[src/rtl/alu_mc.sv]
// Multi-cycle ALU: single-cycle 6502-style operations plus iterative unsigned MUL/DIV.
// MUL is shift-add and DIV is restoring division, both one bit per clock.
module alu_mc #(
  parameter int unsigned WIDTH      = 8,
  parameter bit          DECIMAL_EN = 1'b1
) (
  input  logic             clk,
  input  logic             rst,
  input  logic             start,
  input  logic [3:0]       alu_op,
  input  logic [WIDTH-1:0] A,
  input  logic [WIDTH-1:0] B,
  input  logic             C_flag_in,
  input  logic             D_flag_in,
  output logic             busy,
  output logic             done,
  output logic [WIDTH-1:0] result,
  output logic [WIDTH-1:0] result_hi,
  output logic             C_flag_out,
  output logic             Z_flag_out,
  output logic             V_flag_out,
  output logic             N_flag_out
);

  localparam int unsigned Msb  = WIDTH - 1;
  localparam int unsigned Nib  = WIDTH / 4;
  localparam int unsigned CntW = $clog2(WIDTH);
  localparam logic [CntW-1:0] CntLast = CntW'(WIDTH - 1);

  localparam logic [3:0] OpAdd = 4'd0,  OpSub = 4'd1,  OpAnd = 4'd2,  OpOr   = 4'd3;
  localparam logic [3:0] OpXor = 4'd4,  OpInc = 4'd5,  OpDec = 4'd6,  OpPassA = 4'd7;
  localparam logic [3:0] OpPassB = 4'd8, OpAsl = 4'd9, OpLsr = 4'd10, OpRol  = 4'd11;
  localparam logic [3:0] OpRor = 4'd12, OpZero = 4'd13, OpMul = 4'd14, OpDiv = 4'd15;

  typedef enum logic [1:0] {StIdle, StIter, StFinish} state_e;

  state_e           state_q, state_d;
  logic [3:0]       op_q, op_d;
  logic [WIDTH-1:0] a_q, a_d, b_q, b_d;
  logic [WIDTH-1:0] hi_q, hi_d, lo_q, lo_d;
  logic [CntW-1:0]  cnt_q, cnt_d;
  logic [WIDTH-1:0] result_q, result_d, result_hi_q, result_hi_d;
  logic             c_q, c_d, z_q, z_d, v_q, v_d, n_q, n_d;

  // Single-cycle datapath, fed straight from the inputs at the accepting edge
  logic [WIDTH:0]   bin_add, bin_sub;
  logic [WIDTH-1:0] dec_add, dec_sub, alu_res;
  logic [4:0]       dig;
  logic             dec_c, dec_b, dec_mode, alu_c, alu_v;

  always_comb begin
    bin_add  = {1'b0, A} + {1'b0, B} + {{WIDTH{1'b0}}, C_flag_in};
    bin_sub  = {1'b0, A} + {1'b0, ~B} + {{WIDTH{1'b0}}, C_flag_in};
    dec_add  = '0;
    dec_sub  = '0;
    dig      = '0;
    dec_c    = C_flag_in;
    dec_b    = ~C_flag_in;
    dec_mode = DECIMAL_EN && D_flag_in;
    for (int i = 0; i < Nib; i++) begin
      dig = {1'b0, A[4*i +: 4]} + {1'b0, B[4*i +: 4]} + {4'b0, dec_c};
      if (dig > 5'd9) begin
        dig   = dig + 5'd6;
        dec_c = 1'b1;
      end else begin
        dec_c = 1'b0;
      end
      dec_add[4*i +: 4] = dig[3:0];
      // A negative digit difference wraps; subtracting 6 lands on the decimal digit
      dig = {1'b0, A[4*i +: 4]} - {1'b0, B[4*i +: 4]} - {4'b0, dec_b};
      if (dig[4]) begin
        dig   = dig - 5'd6;
        dec_b = 1'b1;
      end else begin
        dec_b = 1'b0;
      end
      dec_sub[4*i +: 4] = dig[3:0];
    end
  end

  always_comb begin
    alu_res = '0;
    alu_c   = C_flag_in;
    alu_v   = 1'b0;
    unique case (alu_op)
      OpAdd: begin
        alu_res = dec_mode ? dec_add : bin_add[WIDTH-1:0];
        alu_c   = dec_mode ? dec_c : bin_add[WIDTH];
        alu_v   = (A[Msb] == B[Msb]) && (bin_add[Msb] != A[Msb]);
      end
      OpSub: begin
        alu_res = dec_mode ? dec_sub : bin_sub[WIDTH-1:0];
        alu_c   = dec_mode ? ~dec_b : bin_sub[WIDTH];
        alu_v   = (A[Msb] != B[Msb]) && (bin_sub[Msb] != A[Msb]);
      end
      OpAnd:   alu_res = A & B;
      OpOr:    alu_res = A | B;
      OpXor:   alu_res = A ^ B;
      OpInc:   alu_res = A + 1'b1;
      OpDec:   alu_res = A - 1'b1;
      OpPassA: alu_res = A;
      OpPassB: alu_res = B;
      OpAsl: begin
        alu_res = {A[Msb-1:0], 1'b0};
        alu_c   = A[Msb];
      end
      OpLsr: begin
        alu_res = {1'b0, A[Msb:1]};
        alu_c   = A[0];
      end
      OpRol: begin
        alu_res = {A[Msb-1:0], C_flag_in};
        alu_c   = A[Msb];
      end
      OpRor: begin
        alu_res = {C_flag_in, A[Msb:1]};
        alu_c   = A[0];
      end
      default: alu_res = '0;
    endcase
  end

  // One iteration of shift-add multiply or restoring divide
  logic [WIDTH:0]   mul_sum, div_sh, div_diff;
  logic             div_ge;
  logic [WIDTH-1:0] step_hi, step_lo;

  always_comb begin
    mul_sum  = {1'b0, hi_q} + (lo_q[0] ? {1'b0, a_q} : '0);
    div_sh   = {hi_q, lo_q[Msb]};
    div_ge   = div_sh >= {1'b0, b_q};
    div_diff = div_ge ? (div_sh - {1'b0, b_q}) : div_sh;
    if (op_q == OpMul) begin
      step_hi = mul_sum[WIDTH:1];
      step_lo = {mul_sum[0], lo_q[Msb:1]};
    end else begin
      step_hi = div_diff[WIDTH-1:0];
      step_lo = {lo_q[Msb-1:0], div_ge};
    end
  end

  always_comb begin
    state_d     = state_q;
    op_d        = op_q;
    a_d         = a_q;
    b_d         = b_q;
    hi_d        = hi_q;
    lo_d        = lo_q;
    cnt_d       = cnt_q;
    result_d    = result_q;
    result_hi_d = result_hi_q;
    c_d         = c_q;
    z_d         = z_q;
    v_d         = v_q;
    n_d         = n_q;
    unique case (state_q)
      StIdle: begin
        if (start) begin
          op_d  = alu_op;
          a_d   = A;
          b_d   = B;
          cnt_d = '0;
          hi_d  = '0;
          if (alu_op == OpMul) begin
            lo_d    = B;
            state_d = StIter;
          end else if (alu_op == OpDiv && B != '0) begin
            lo_d    = A;
            state_d = StIter;
          end else if (alu_op == OpDiv) begin
            result_d    = '1;
            result_hi_d = A;
            c_d         = 1'b0;
            z_d         = 1'b0;
            v_d         = 1'b1;
            n_d         = 1'b1;
            state_d     = StFinish;
          end else begin
            result_d    = alu_res;
            result_hi_d = '0;
            c_d         = alu_c;
            z_d         = (alu_res == '0);
            v_d         = alu_v;
            n_d         = alu_res[Msb];
            state_d     = StFinish;
          end
        end
      end
      StIter: begin
        hi_d  = step_hi;
        lo_d  = step_lo;
        cnt_d = cnt_q + 1'b1;
        if (cnt_q == CntLast) begin
          result_d    = step_lo;
          result_hi_d = step_hi;
          c_d         = 1'b0;
          n_d         = (op_q == OpMul) ? step_hi[Msb] : step_lo[Msb];
          z_d         = (op_q == OpMul) ? ({step_hi, step_lo} == '0) : (step_lo == '0);
          v_d         = (op_q == OpMul) ? (step_hi != '0) : 1'b0;
          state_d     = StFinish;
        end
      end
      StFinish: state_d = StIdle;
      default:  state_d = StIdle;
    endcase
  end

  always_ff @(posedge clk) begin
    if (rst) begin
      state_q     <= StIdle;
      op_q        <= '0;
      a_q         <= '0;
      b_q         <= '0;
      hi_q        <= '0;
      lo_q        <= '0;
      cnt_q       <= '0;
      result_q    <= '0;
      result_hi_q <= '0;
      c_q         <= 1'b0;
      z_q         <= 1'b0;
      v_q         <= 1'b0;
      n_q         <= 1'b0;
    end else begin
      state_q     <= state_d;
      op_q        <= op_d;
      a_q         <= a_d;
      b_q         <= b_d;
      hi_q        <= hi_d;
      lo_q        <= lo_d;
      cnt_q       <= cnt_d;
      result_q    <= result_d;
      result_hi_q <= result_hi_d;
      c_q         <= c_d;
      z_q         <= z_d;
      v_q         <= v_d;
      n_q         <= n_d;
    end
  end

  assign busy       = (state_q == StIter);
  assign done       = (state_q == StFinish);
  assign result     = result_q;
  assign result_hi  = result_hi_q;
  assign C_flag_out = c_q;
  assign Z_flag_out = z_q;
  assign V_flag_out = v_q;
  assign N_flag_out = n_q;

endmodule

[config.mk]
export PLATFORM = sky130hd
export DESIGN_NAME = alu_mc
export DESIGN_NICKNAME = d
export VERILOG_FILES = /design/src/rtl/alu_mc.sv
export SDC_FILE = /design/constraint.sdc
export NUM_CORES = 1
export LEC_CHECK = 0
export BUFFER_PORTS_ARGS = -buffer_cell sky130_fd_sc_hd__buf_2
export CAP_MARGIN = 5
export CORE_UTILIZATION = 30
export CTS_CLUSTER_DIAMETER = 200
export CTS_CLUSTER_SIZE = 20
export DETAILED_ROUTE_END_ITERATION = 8
export HOLD_SLACK_MARGIN = 0.05
export PLACE_DENSITY = 0.44
export REMOVE_ABC_BUFFERS = 1
export SYNTH_ARGS = -nofsm -noshare
export SYNTH_HDL_FRONTEND = slang
export SYNTH_SLANG_ARGS = --single-unit
[constraint.sdc]
create_clock -name clk -period 7.2 [get_ports clk]
set_clock_uncertainty 0.1 [all_clocks]
set_input_delay 1.08 -clock clk [delete_from_list [all_inputs] [get_ports clk]]
set_output_delay 1.08 -clock clk [all_outputs]
set_load 0.1 [all_outputs]
* After elaboration in Yosys (flattened, before gate mapping)
Index checks and enable logic that the tools add are counted.
** Storage, ports and cells
- Output and inout bits :: 22
- Bits in registers :: 61
- Bits of input ports :: 25
- Word-level logic and storage cells :: 159
** Cells by class
- Bitwise operators :: 6
- Reduce and logical (&&, ||, !) cells :: 18
- Muxes and demuxes :: 71
- Equal/unequal tests :: 27
- Order comparisons :: 3
- Add/subtract/negate cells :: 21
** Operators by type and width (number)
- 2-to-1 mux 8 bit :: 20
- case mux 8 bit (13 select lines) :: 1
- case mux 8 bit (2 select lines) :: 4
- equality test 4 bit, second input constant :: 8
- 2-to-1 mux 1 bit :: 29
- adder 8 x 8 -> 9 bit :: 3
- adder 9 x 1 -> 9 bit :: 2
- equality test 4 x 3 -> 1 bit, second input constant :: 4
- logical NOT 16 bit :: 1
- logical NOT 8 bit :: 2
- 2-to-1 mux 4 bit :: 4
- nonzero test 8 bit :: 2
- adder 4 x 4 -> 5 bit :: 2
- adder 5 x 1 -> 5 bit :: 2
- > comparator 5 x 4 -> 1 bit, second input constant :: 2
- case mux 1 bit (2 select lines) :: 5
- subtractor 4 x 4 -> 5 bit :: 2
- subtractor 5 x 1 -> 5 bit :: 2
- greater-or-equal comparator 9 x 8 -> 1 bit :: 1
- adder 4 x 3 -> 4 bit, second input constant :: 2
- adder 8 x 1 -> 8 bit, second input constant :: 1
- bitwise AND 8 bit :: 1
- equality test 4 x 2 -> 1 bit, second input constant :: 2
- 2-to-1 mux 2 bit :: 4
- 29 further kinds :: 40

* Depth between registers and ports, before layout
- Depth after elaboration :: 15
- Gate-level depth with buffers :: 23
- Depth with buffers taken out :: 22

* Least setup slack after synthesis
OpenSTA, ideal clock, no wires.
- Kind :: input port to flip-flop
- Start :: in A[0]
- End :: reg z_q, in the netlist Z_flag_out
- Data arrival time :: 5.679 ns
- Setup time :: 0.076 ns
- Stages :: 22
- Required time :: 7.024 ns
- Setup slack :: 1.346 ns
- Cells stage by stage :: clkbuf_1 > inv_1 > fa_1 > nor2b_1 > nor2_1 > xnor2_1 > ha_1 > a211oi_1 > maj3_1 > nor2_1 > fa_1 > inv_1 > fa_1 > xor2_1 > inv_1 > ha_1 > a221oi_1 > o22ai_1 > xnor2_1 > a311o_1 > nand4b_1 > o22ai_1
** Between the ends
- Longest elaborated chain between the ends :: 15
- Elaborated cells between the ends (all ways) :: 36
** Ends and longest elaborated chain
- start: declaration :: RTL line 11 : input logic [WIDTH-1:0] A,
- adder 4 x 4 -> 5 bit :: RTL line 61 : dig = {1'b0, A[4*i +: 4]} + {1'b0, B[4*i +: 4]} + {4'b0, dec_c};
- adder 5 x 1 -> 5 bit :: RTL line 61
- > comparator 5 x 4 -> 1 bit :: RTL line 62 : if (dig > 5'd9) begin
- 2-to-1 mux 1 bit :: RTL line 62
- adder 5 x 1 -> 5 bit :: RTL line 61
- adder 4 x 3 -> 4 bit / > comparator 5 x 4 -> 1 bit (equally long branches) :: RTL line 63, 62
- 2-to-1 mux 4 bit :: RTL line 62
- 2-to-1 mux 8 bit :: RTL line 87 : alu_res = dec_mode ? dec_add : bin_add[WIDTH-1:0];
- case mux 8 bit (13 select lines) (*) :: RTL line 85 : unique case (alu_op)
- logical NOT 8 bit (*) :: RTL line 182 : z_d = (alu_res == '0);
- 2-to-1 mux 1 bit (*) :: RTL line 170 : end else if (alu_op == OpDiv) begin
- 2-to-1 mux 1 bit (*) :: RTL line 167 : end else if (alu_op == OpDiv && B != '0) begin
- 2-to-1 mux 1 bit (*) :: RTL line 164 : if (alu_op == OpMul) begin
- 2-to-1 mux 1 bit (*) :: RTL line 158 : if (start) begin
- case mux 1 bit (2 select lines) (*) :: RTL line 156 : unique case (state_q)
- end signal: assignment :: RTL line 234 : z_q <= z_d;
- end: declaration :: RTL line 43 : logic c_q, c_d, z_q, z_d, v_q, v_d, n_q, n_d;
Mark *: on every way between the ends. The rest lies on a longest branch, timed or not. The select of a mux whose other input is x is not followed.
A chain may end at the register's enable or synchronous reset.

* Worst setup path after layout
Same ends and word-level chain as after synthesis.

==> run_results.csv <==
group,metric,value,unit
run_status,status,"completed",
clock_network,cts-resized-gates,0,
layout,final_cells,1158,
floorplan,die_w,148,um
power,p_leak,2.92,nW
sta,finalCriticalPeriod,6.19,ns
critical_path,r2r_setup_slack,3.96,ns
synthesis,ys_async_sr_fraction,0,%
synthesis,synth_compound_area_share,26.8,%
global_route,antenna_found_initial,0,
global_route,grt_pass1_wl,36700,um
placement,dpl_cell_area,6800,um2
critical_path,max_stage_delay,0.53,ns
sta,max_freq,0.162,GHz
placement,dp.cells,1142,
route,wl_per_cell,20.6,um
run,maxCapViolations,0,
critical_path,setup.worst_path.class,"in2reg",
layout,diodes,0,
critical_path,cp-startpoint,"A[0]",
power,powerDensity,194,nW/um2
synthesis,synth_top_family_by_area,"compound AO/OA/AOI/OAI gates",
route,remaining_drc_errors,0,
synthesis,ys_warn_count,0,
floorplan,core,20600,um2
synthesis,muxShareOfSynthArea,2.45,%
layout,fin_area,7140,um2
synthesis,syn_avg_cell_area,7.34,um2
floorplan,die_h,148,um
clock_network,cts-htree-levels,3,
sta,hold_viol,0,
global_route,grt_max_degree,62,
critical_path,worstPathMaxFanout,10,
critical_path,slowest_stage,"fa_1",
synthesis,synthSimpleGateAreaFrac,23.5,%
synthesis,synth_seq_cells,61,
placement,io_buffers,46,
critical_path,crit_end,"Z_flag_out",
layout,drive_gt1_share,10.1,%
critical_path,cp-start-kind,"input pin",
floorplan,die-area,21800,um2
global_route,track_usage,22.0,%
sta,setup_tns,0,ns
clock_network,clockBufferDepth,2,
critical_path,worstPathCellList,"buf_2, inv_1, fa_1, nor2b_1, nor2_1, xnor2_1, ha_1, a211oi_1, maj3_1, nor2_1, fa_1, inv_1, fa_1, xor2_1, inv_1, ha_1, a221oi_1, o22ai_1, xnor2_1, a311o_1, nand4b_1, o22ai_1",
clock_network,clkLatencyLatePin,0.33,ns
critical_path,cp.required,7.35,ns
layout,num-fill-cells,2300,
route,num_vias,6492,
sta,fin_crit_sh,86.0,%
sta,drv_slew,0,
synthesis,synth-xor-area-share,5.50,%
clock_network,cts_root_buf,"clkbuf_16",
power,max-vdd-ir-drop,89.7,uV
global_route,grt_pass1_vias,6030,
layout,layout_common_cells,"nand2_1, nor2_1, a21oi_1, ha_1, dfxtp_1",
route,drtIter0Drc,509,
route,drt-pass1-iter-count,5,
synthesis,ys.flop_type,"dfxtp_1",
route,viasPerCell,5.61,
route,wl,23800,um
floorplan,std_cell_rows,52,
floorplan,start_util,31.0,%
clock_network,cts.sinks,61,
critical_path,worst_setup_path_end_kind,"flip-flop",
clock_network,cts_buffers,9,
clock_network,cts_tree,"yes",
layout,area_delta_synth_final,12.0,%
synthesis,netlist_area,6370,um2
synthesis,synth_edf_count,0,
floorplan,io_pins,47,
critical_path,timing.rr.start,"lo_q[0]",
sta,setup_viol,0,
sta,rsz0062_at_grt,"false",
clock_network,postCtsHoldBufs,0,
synthesis,syn_inst,868,
placement,globalplace.congestion,0.888,
critical_path,worstPathArrival,6.34,ns
layout,fin_nets,982,
clock_network,path_clk_slew,0.06,ns
synthesis,yosysSeqAreaShare,19.2,%
sta,slew_headroom,33.7,%
route,ant_nets,0,
placement,dp_hpwl,17900,um
clock_network,post-cts-setup-buffers,0,
synthesis,synth.distinct_cells,79,
critical_path,reg2reg_depth,12,
min_path,hold_class,"reg2reg",
synthesis,synthAdderAreaFrac,16.0,%
global_route,grt-ovfl-total,0,
sta,worstMarginPinSlew,0.987,ns
layout,mostFrequentLayoutCell,"nand2_1",
critical_path,r2r_end,"V_flag_out",
[worst min-delay path by stage]
stage	start	end	slack, ns	cells past startpoint
final	a_q[5]	a_q[5]	0.35	2
after global routing	result[3]	result[3]	0.36	2
after CTS	a_q[5]	a_q[5]	0.35	2
after detailed placement	a_q[5]	a_q[5]	0.34	2
after global placement	result[3]	result[3]	0.34	2
after floorplan	a_q[0]	a_q[0]	0.33	2
[cells in the mapped netlist, types with 17 or more instances]
cell	count	share of area, %
nand2_1	109	6.4
xnor2_1	27	3.7
a21oi_1	79	6.2
nor3_1	24	1.9
o21ai_0	43	3.4
inv_1	54	3.2
ha_1	63	12
dfxtp_1	61	19
clkbuf_1	34	2.0
a211oi_1	17	2.0
nor2_1	80	4.7
nand3_1	19	1.5
[power by group]
part,switching [mW],internal [mW]
combinational,0.344,0.172
sequential,0.0125,0.357
clock,0.161,0.338
[critical path, delay by kind of cell]
family                     cells  cell delay [ns]
xor gates and xnor gates       3             0.62
AOI/OAI and AO/OA              5             1.20
adders and majority gates      6             2.06
and+or+nand+nor                4             0.85
buffers and inverters          4             0.52
[state kept, by name (all words and copies together) (netlist names), 2 cells and up]
name / cells
a_q: 8
hi_q: 8
state_q: 2
result_hi: 8
lo_q: 8
b_q: 8
result: 8
cnt_q: 3
op_q: 4
[area by class of cell]
| type | instances | area, um2 | share of cell area (%) |
|---|---|---|---|
| timing repair buffer | 55 | 298 | 4.17 |
| clock buffer | 10 | 229 | 3.21 |
| sequential | 61 | 1220 | 17.1 |
| inverter | 55 | 206 | 2.89 |
| tap | 270 | 338 | 4.73 |
| multi-input combinational | 701 | 4730 | 66.3 |
| clock inverter | 6 | 111 | 1.56 |
[through the flow]
step / hold slack (ns) / power, mW / setup WS [ns] / util (%)
3_3_place_gp: 0.339 / 0.892 / 0.884 / 33.1
5_1_grt: 0.362 / 1.46 / 0.582 / 34.7
3_5_place_dp: 0.343 / 0.888 / 0.764 / 33.1
6_report: 0.350 / 1.38 / 1.01 / 34.7
4_1_cts: 0.351 / 1.39 / 1.11 / 34.7
2_1_floorplan: 0.326 / 0.734 / 1.66 / -
[logic make-up (layout without fill, tap and decap cells)]
family                     after synthesis  count (layout)
AOI/OAI and AO/OA                      257             257
xor gates and xnor gates                40              40
adders and majority gates               75              75
buffers and inverters                  106             126
DFF                                     61              61
muxes                                   15              15
and+or+nand+nor                        314             314
[metal layers]
| metal | vias to the layer above | global-route usage (%) | routed length [um] |
|---|---|---|---|
| li1 | 3149 | - | - |
| met1 | 3091 | 33.5 | 12000 |
| met2 | 231 | 32.0 | 9950 |
| met3 | 21 | 3.24 | 1490 |
| met4 | 0 | 5.52 | 354 |
| met5 | - | 0 | 0 |
Power figures use the tool's default switching activity.
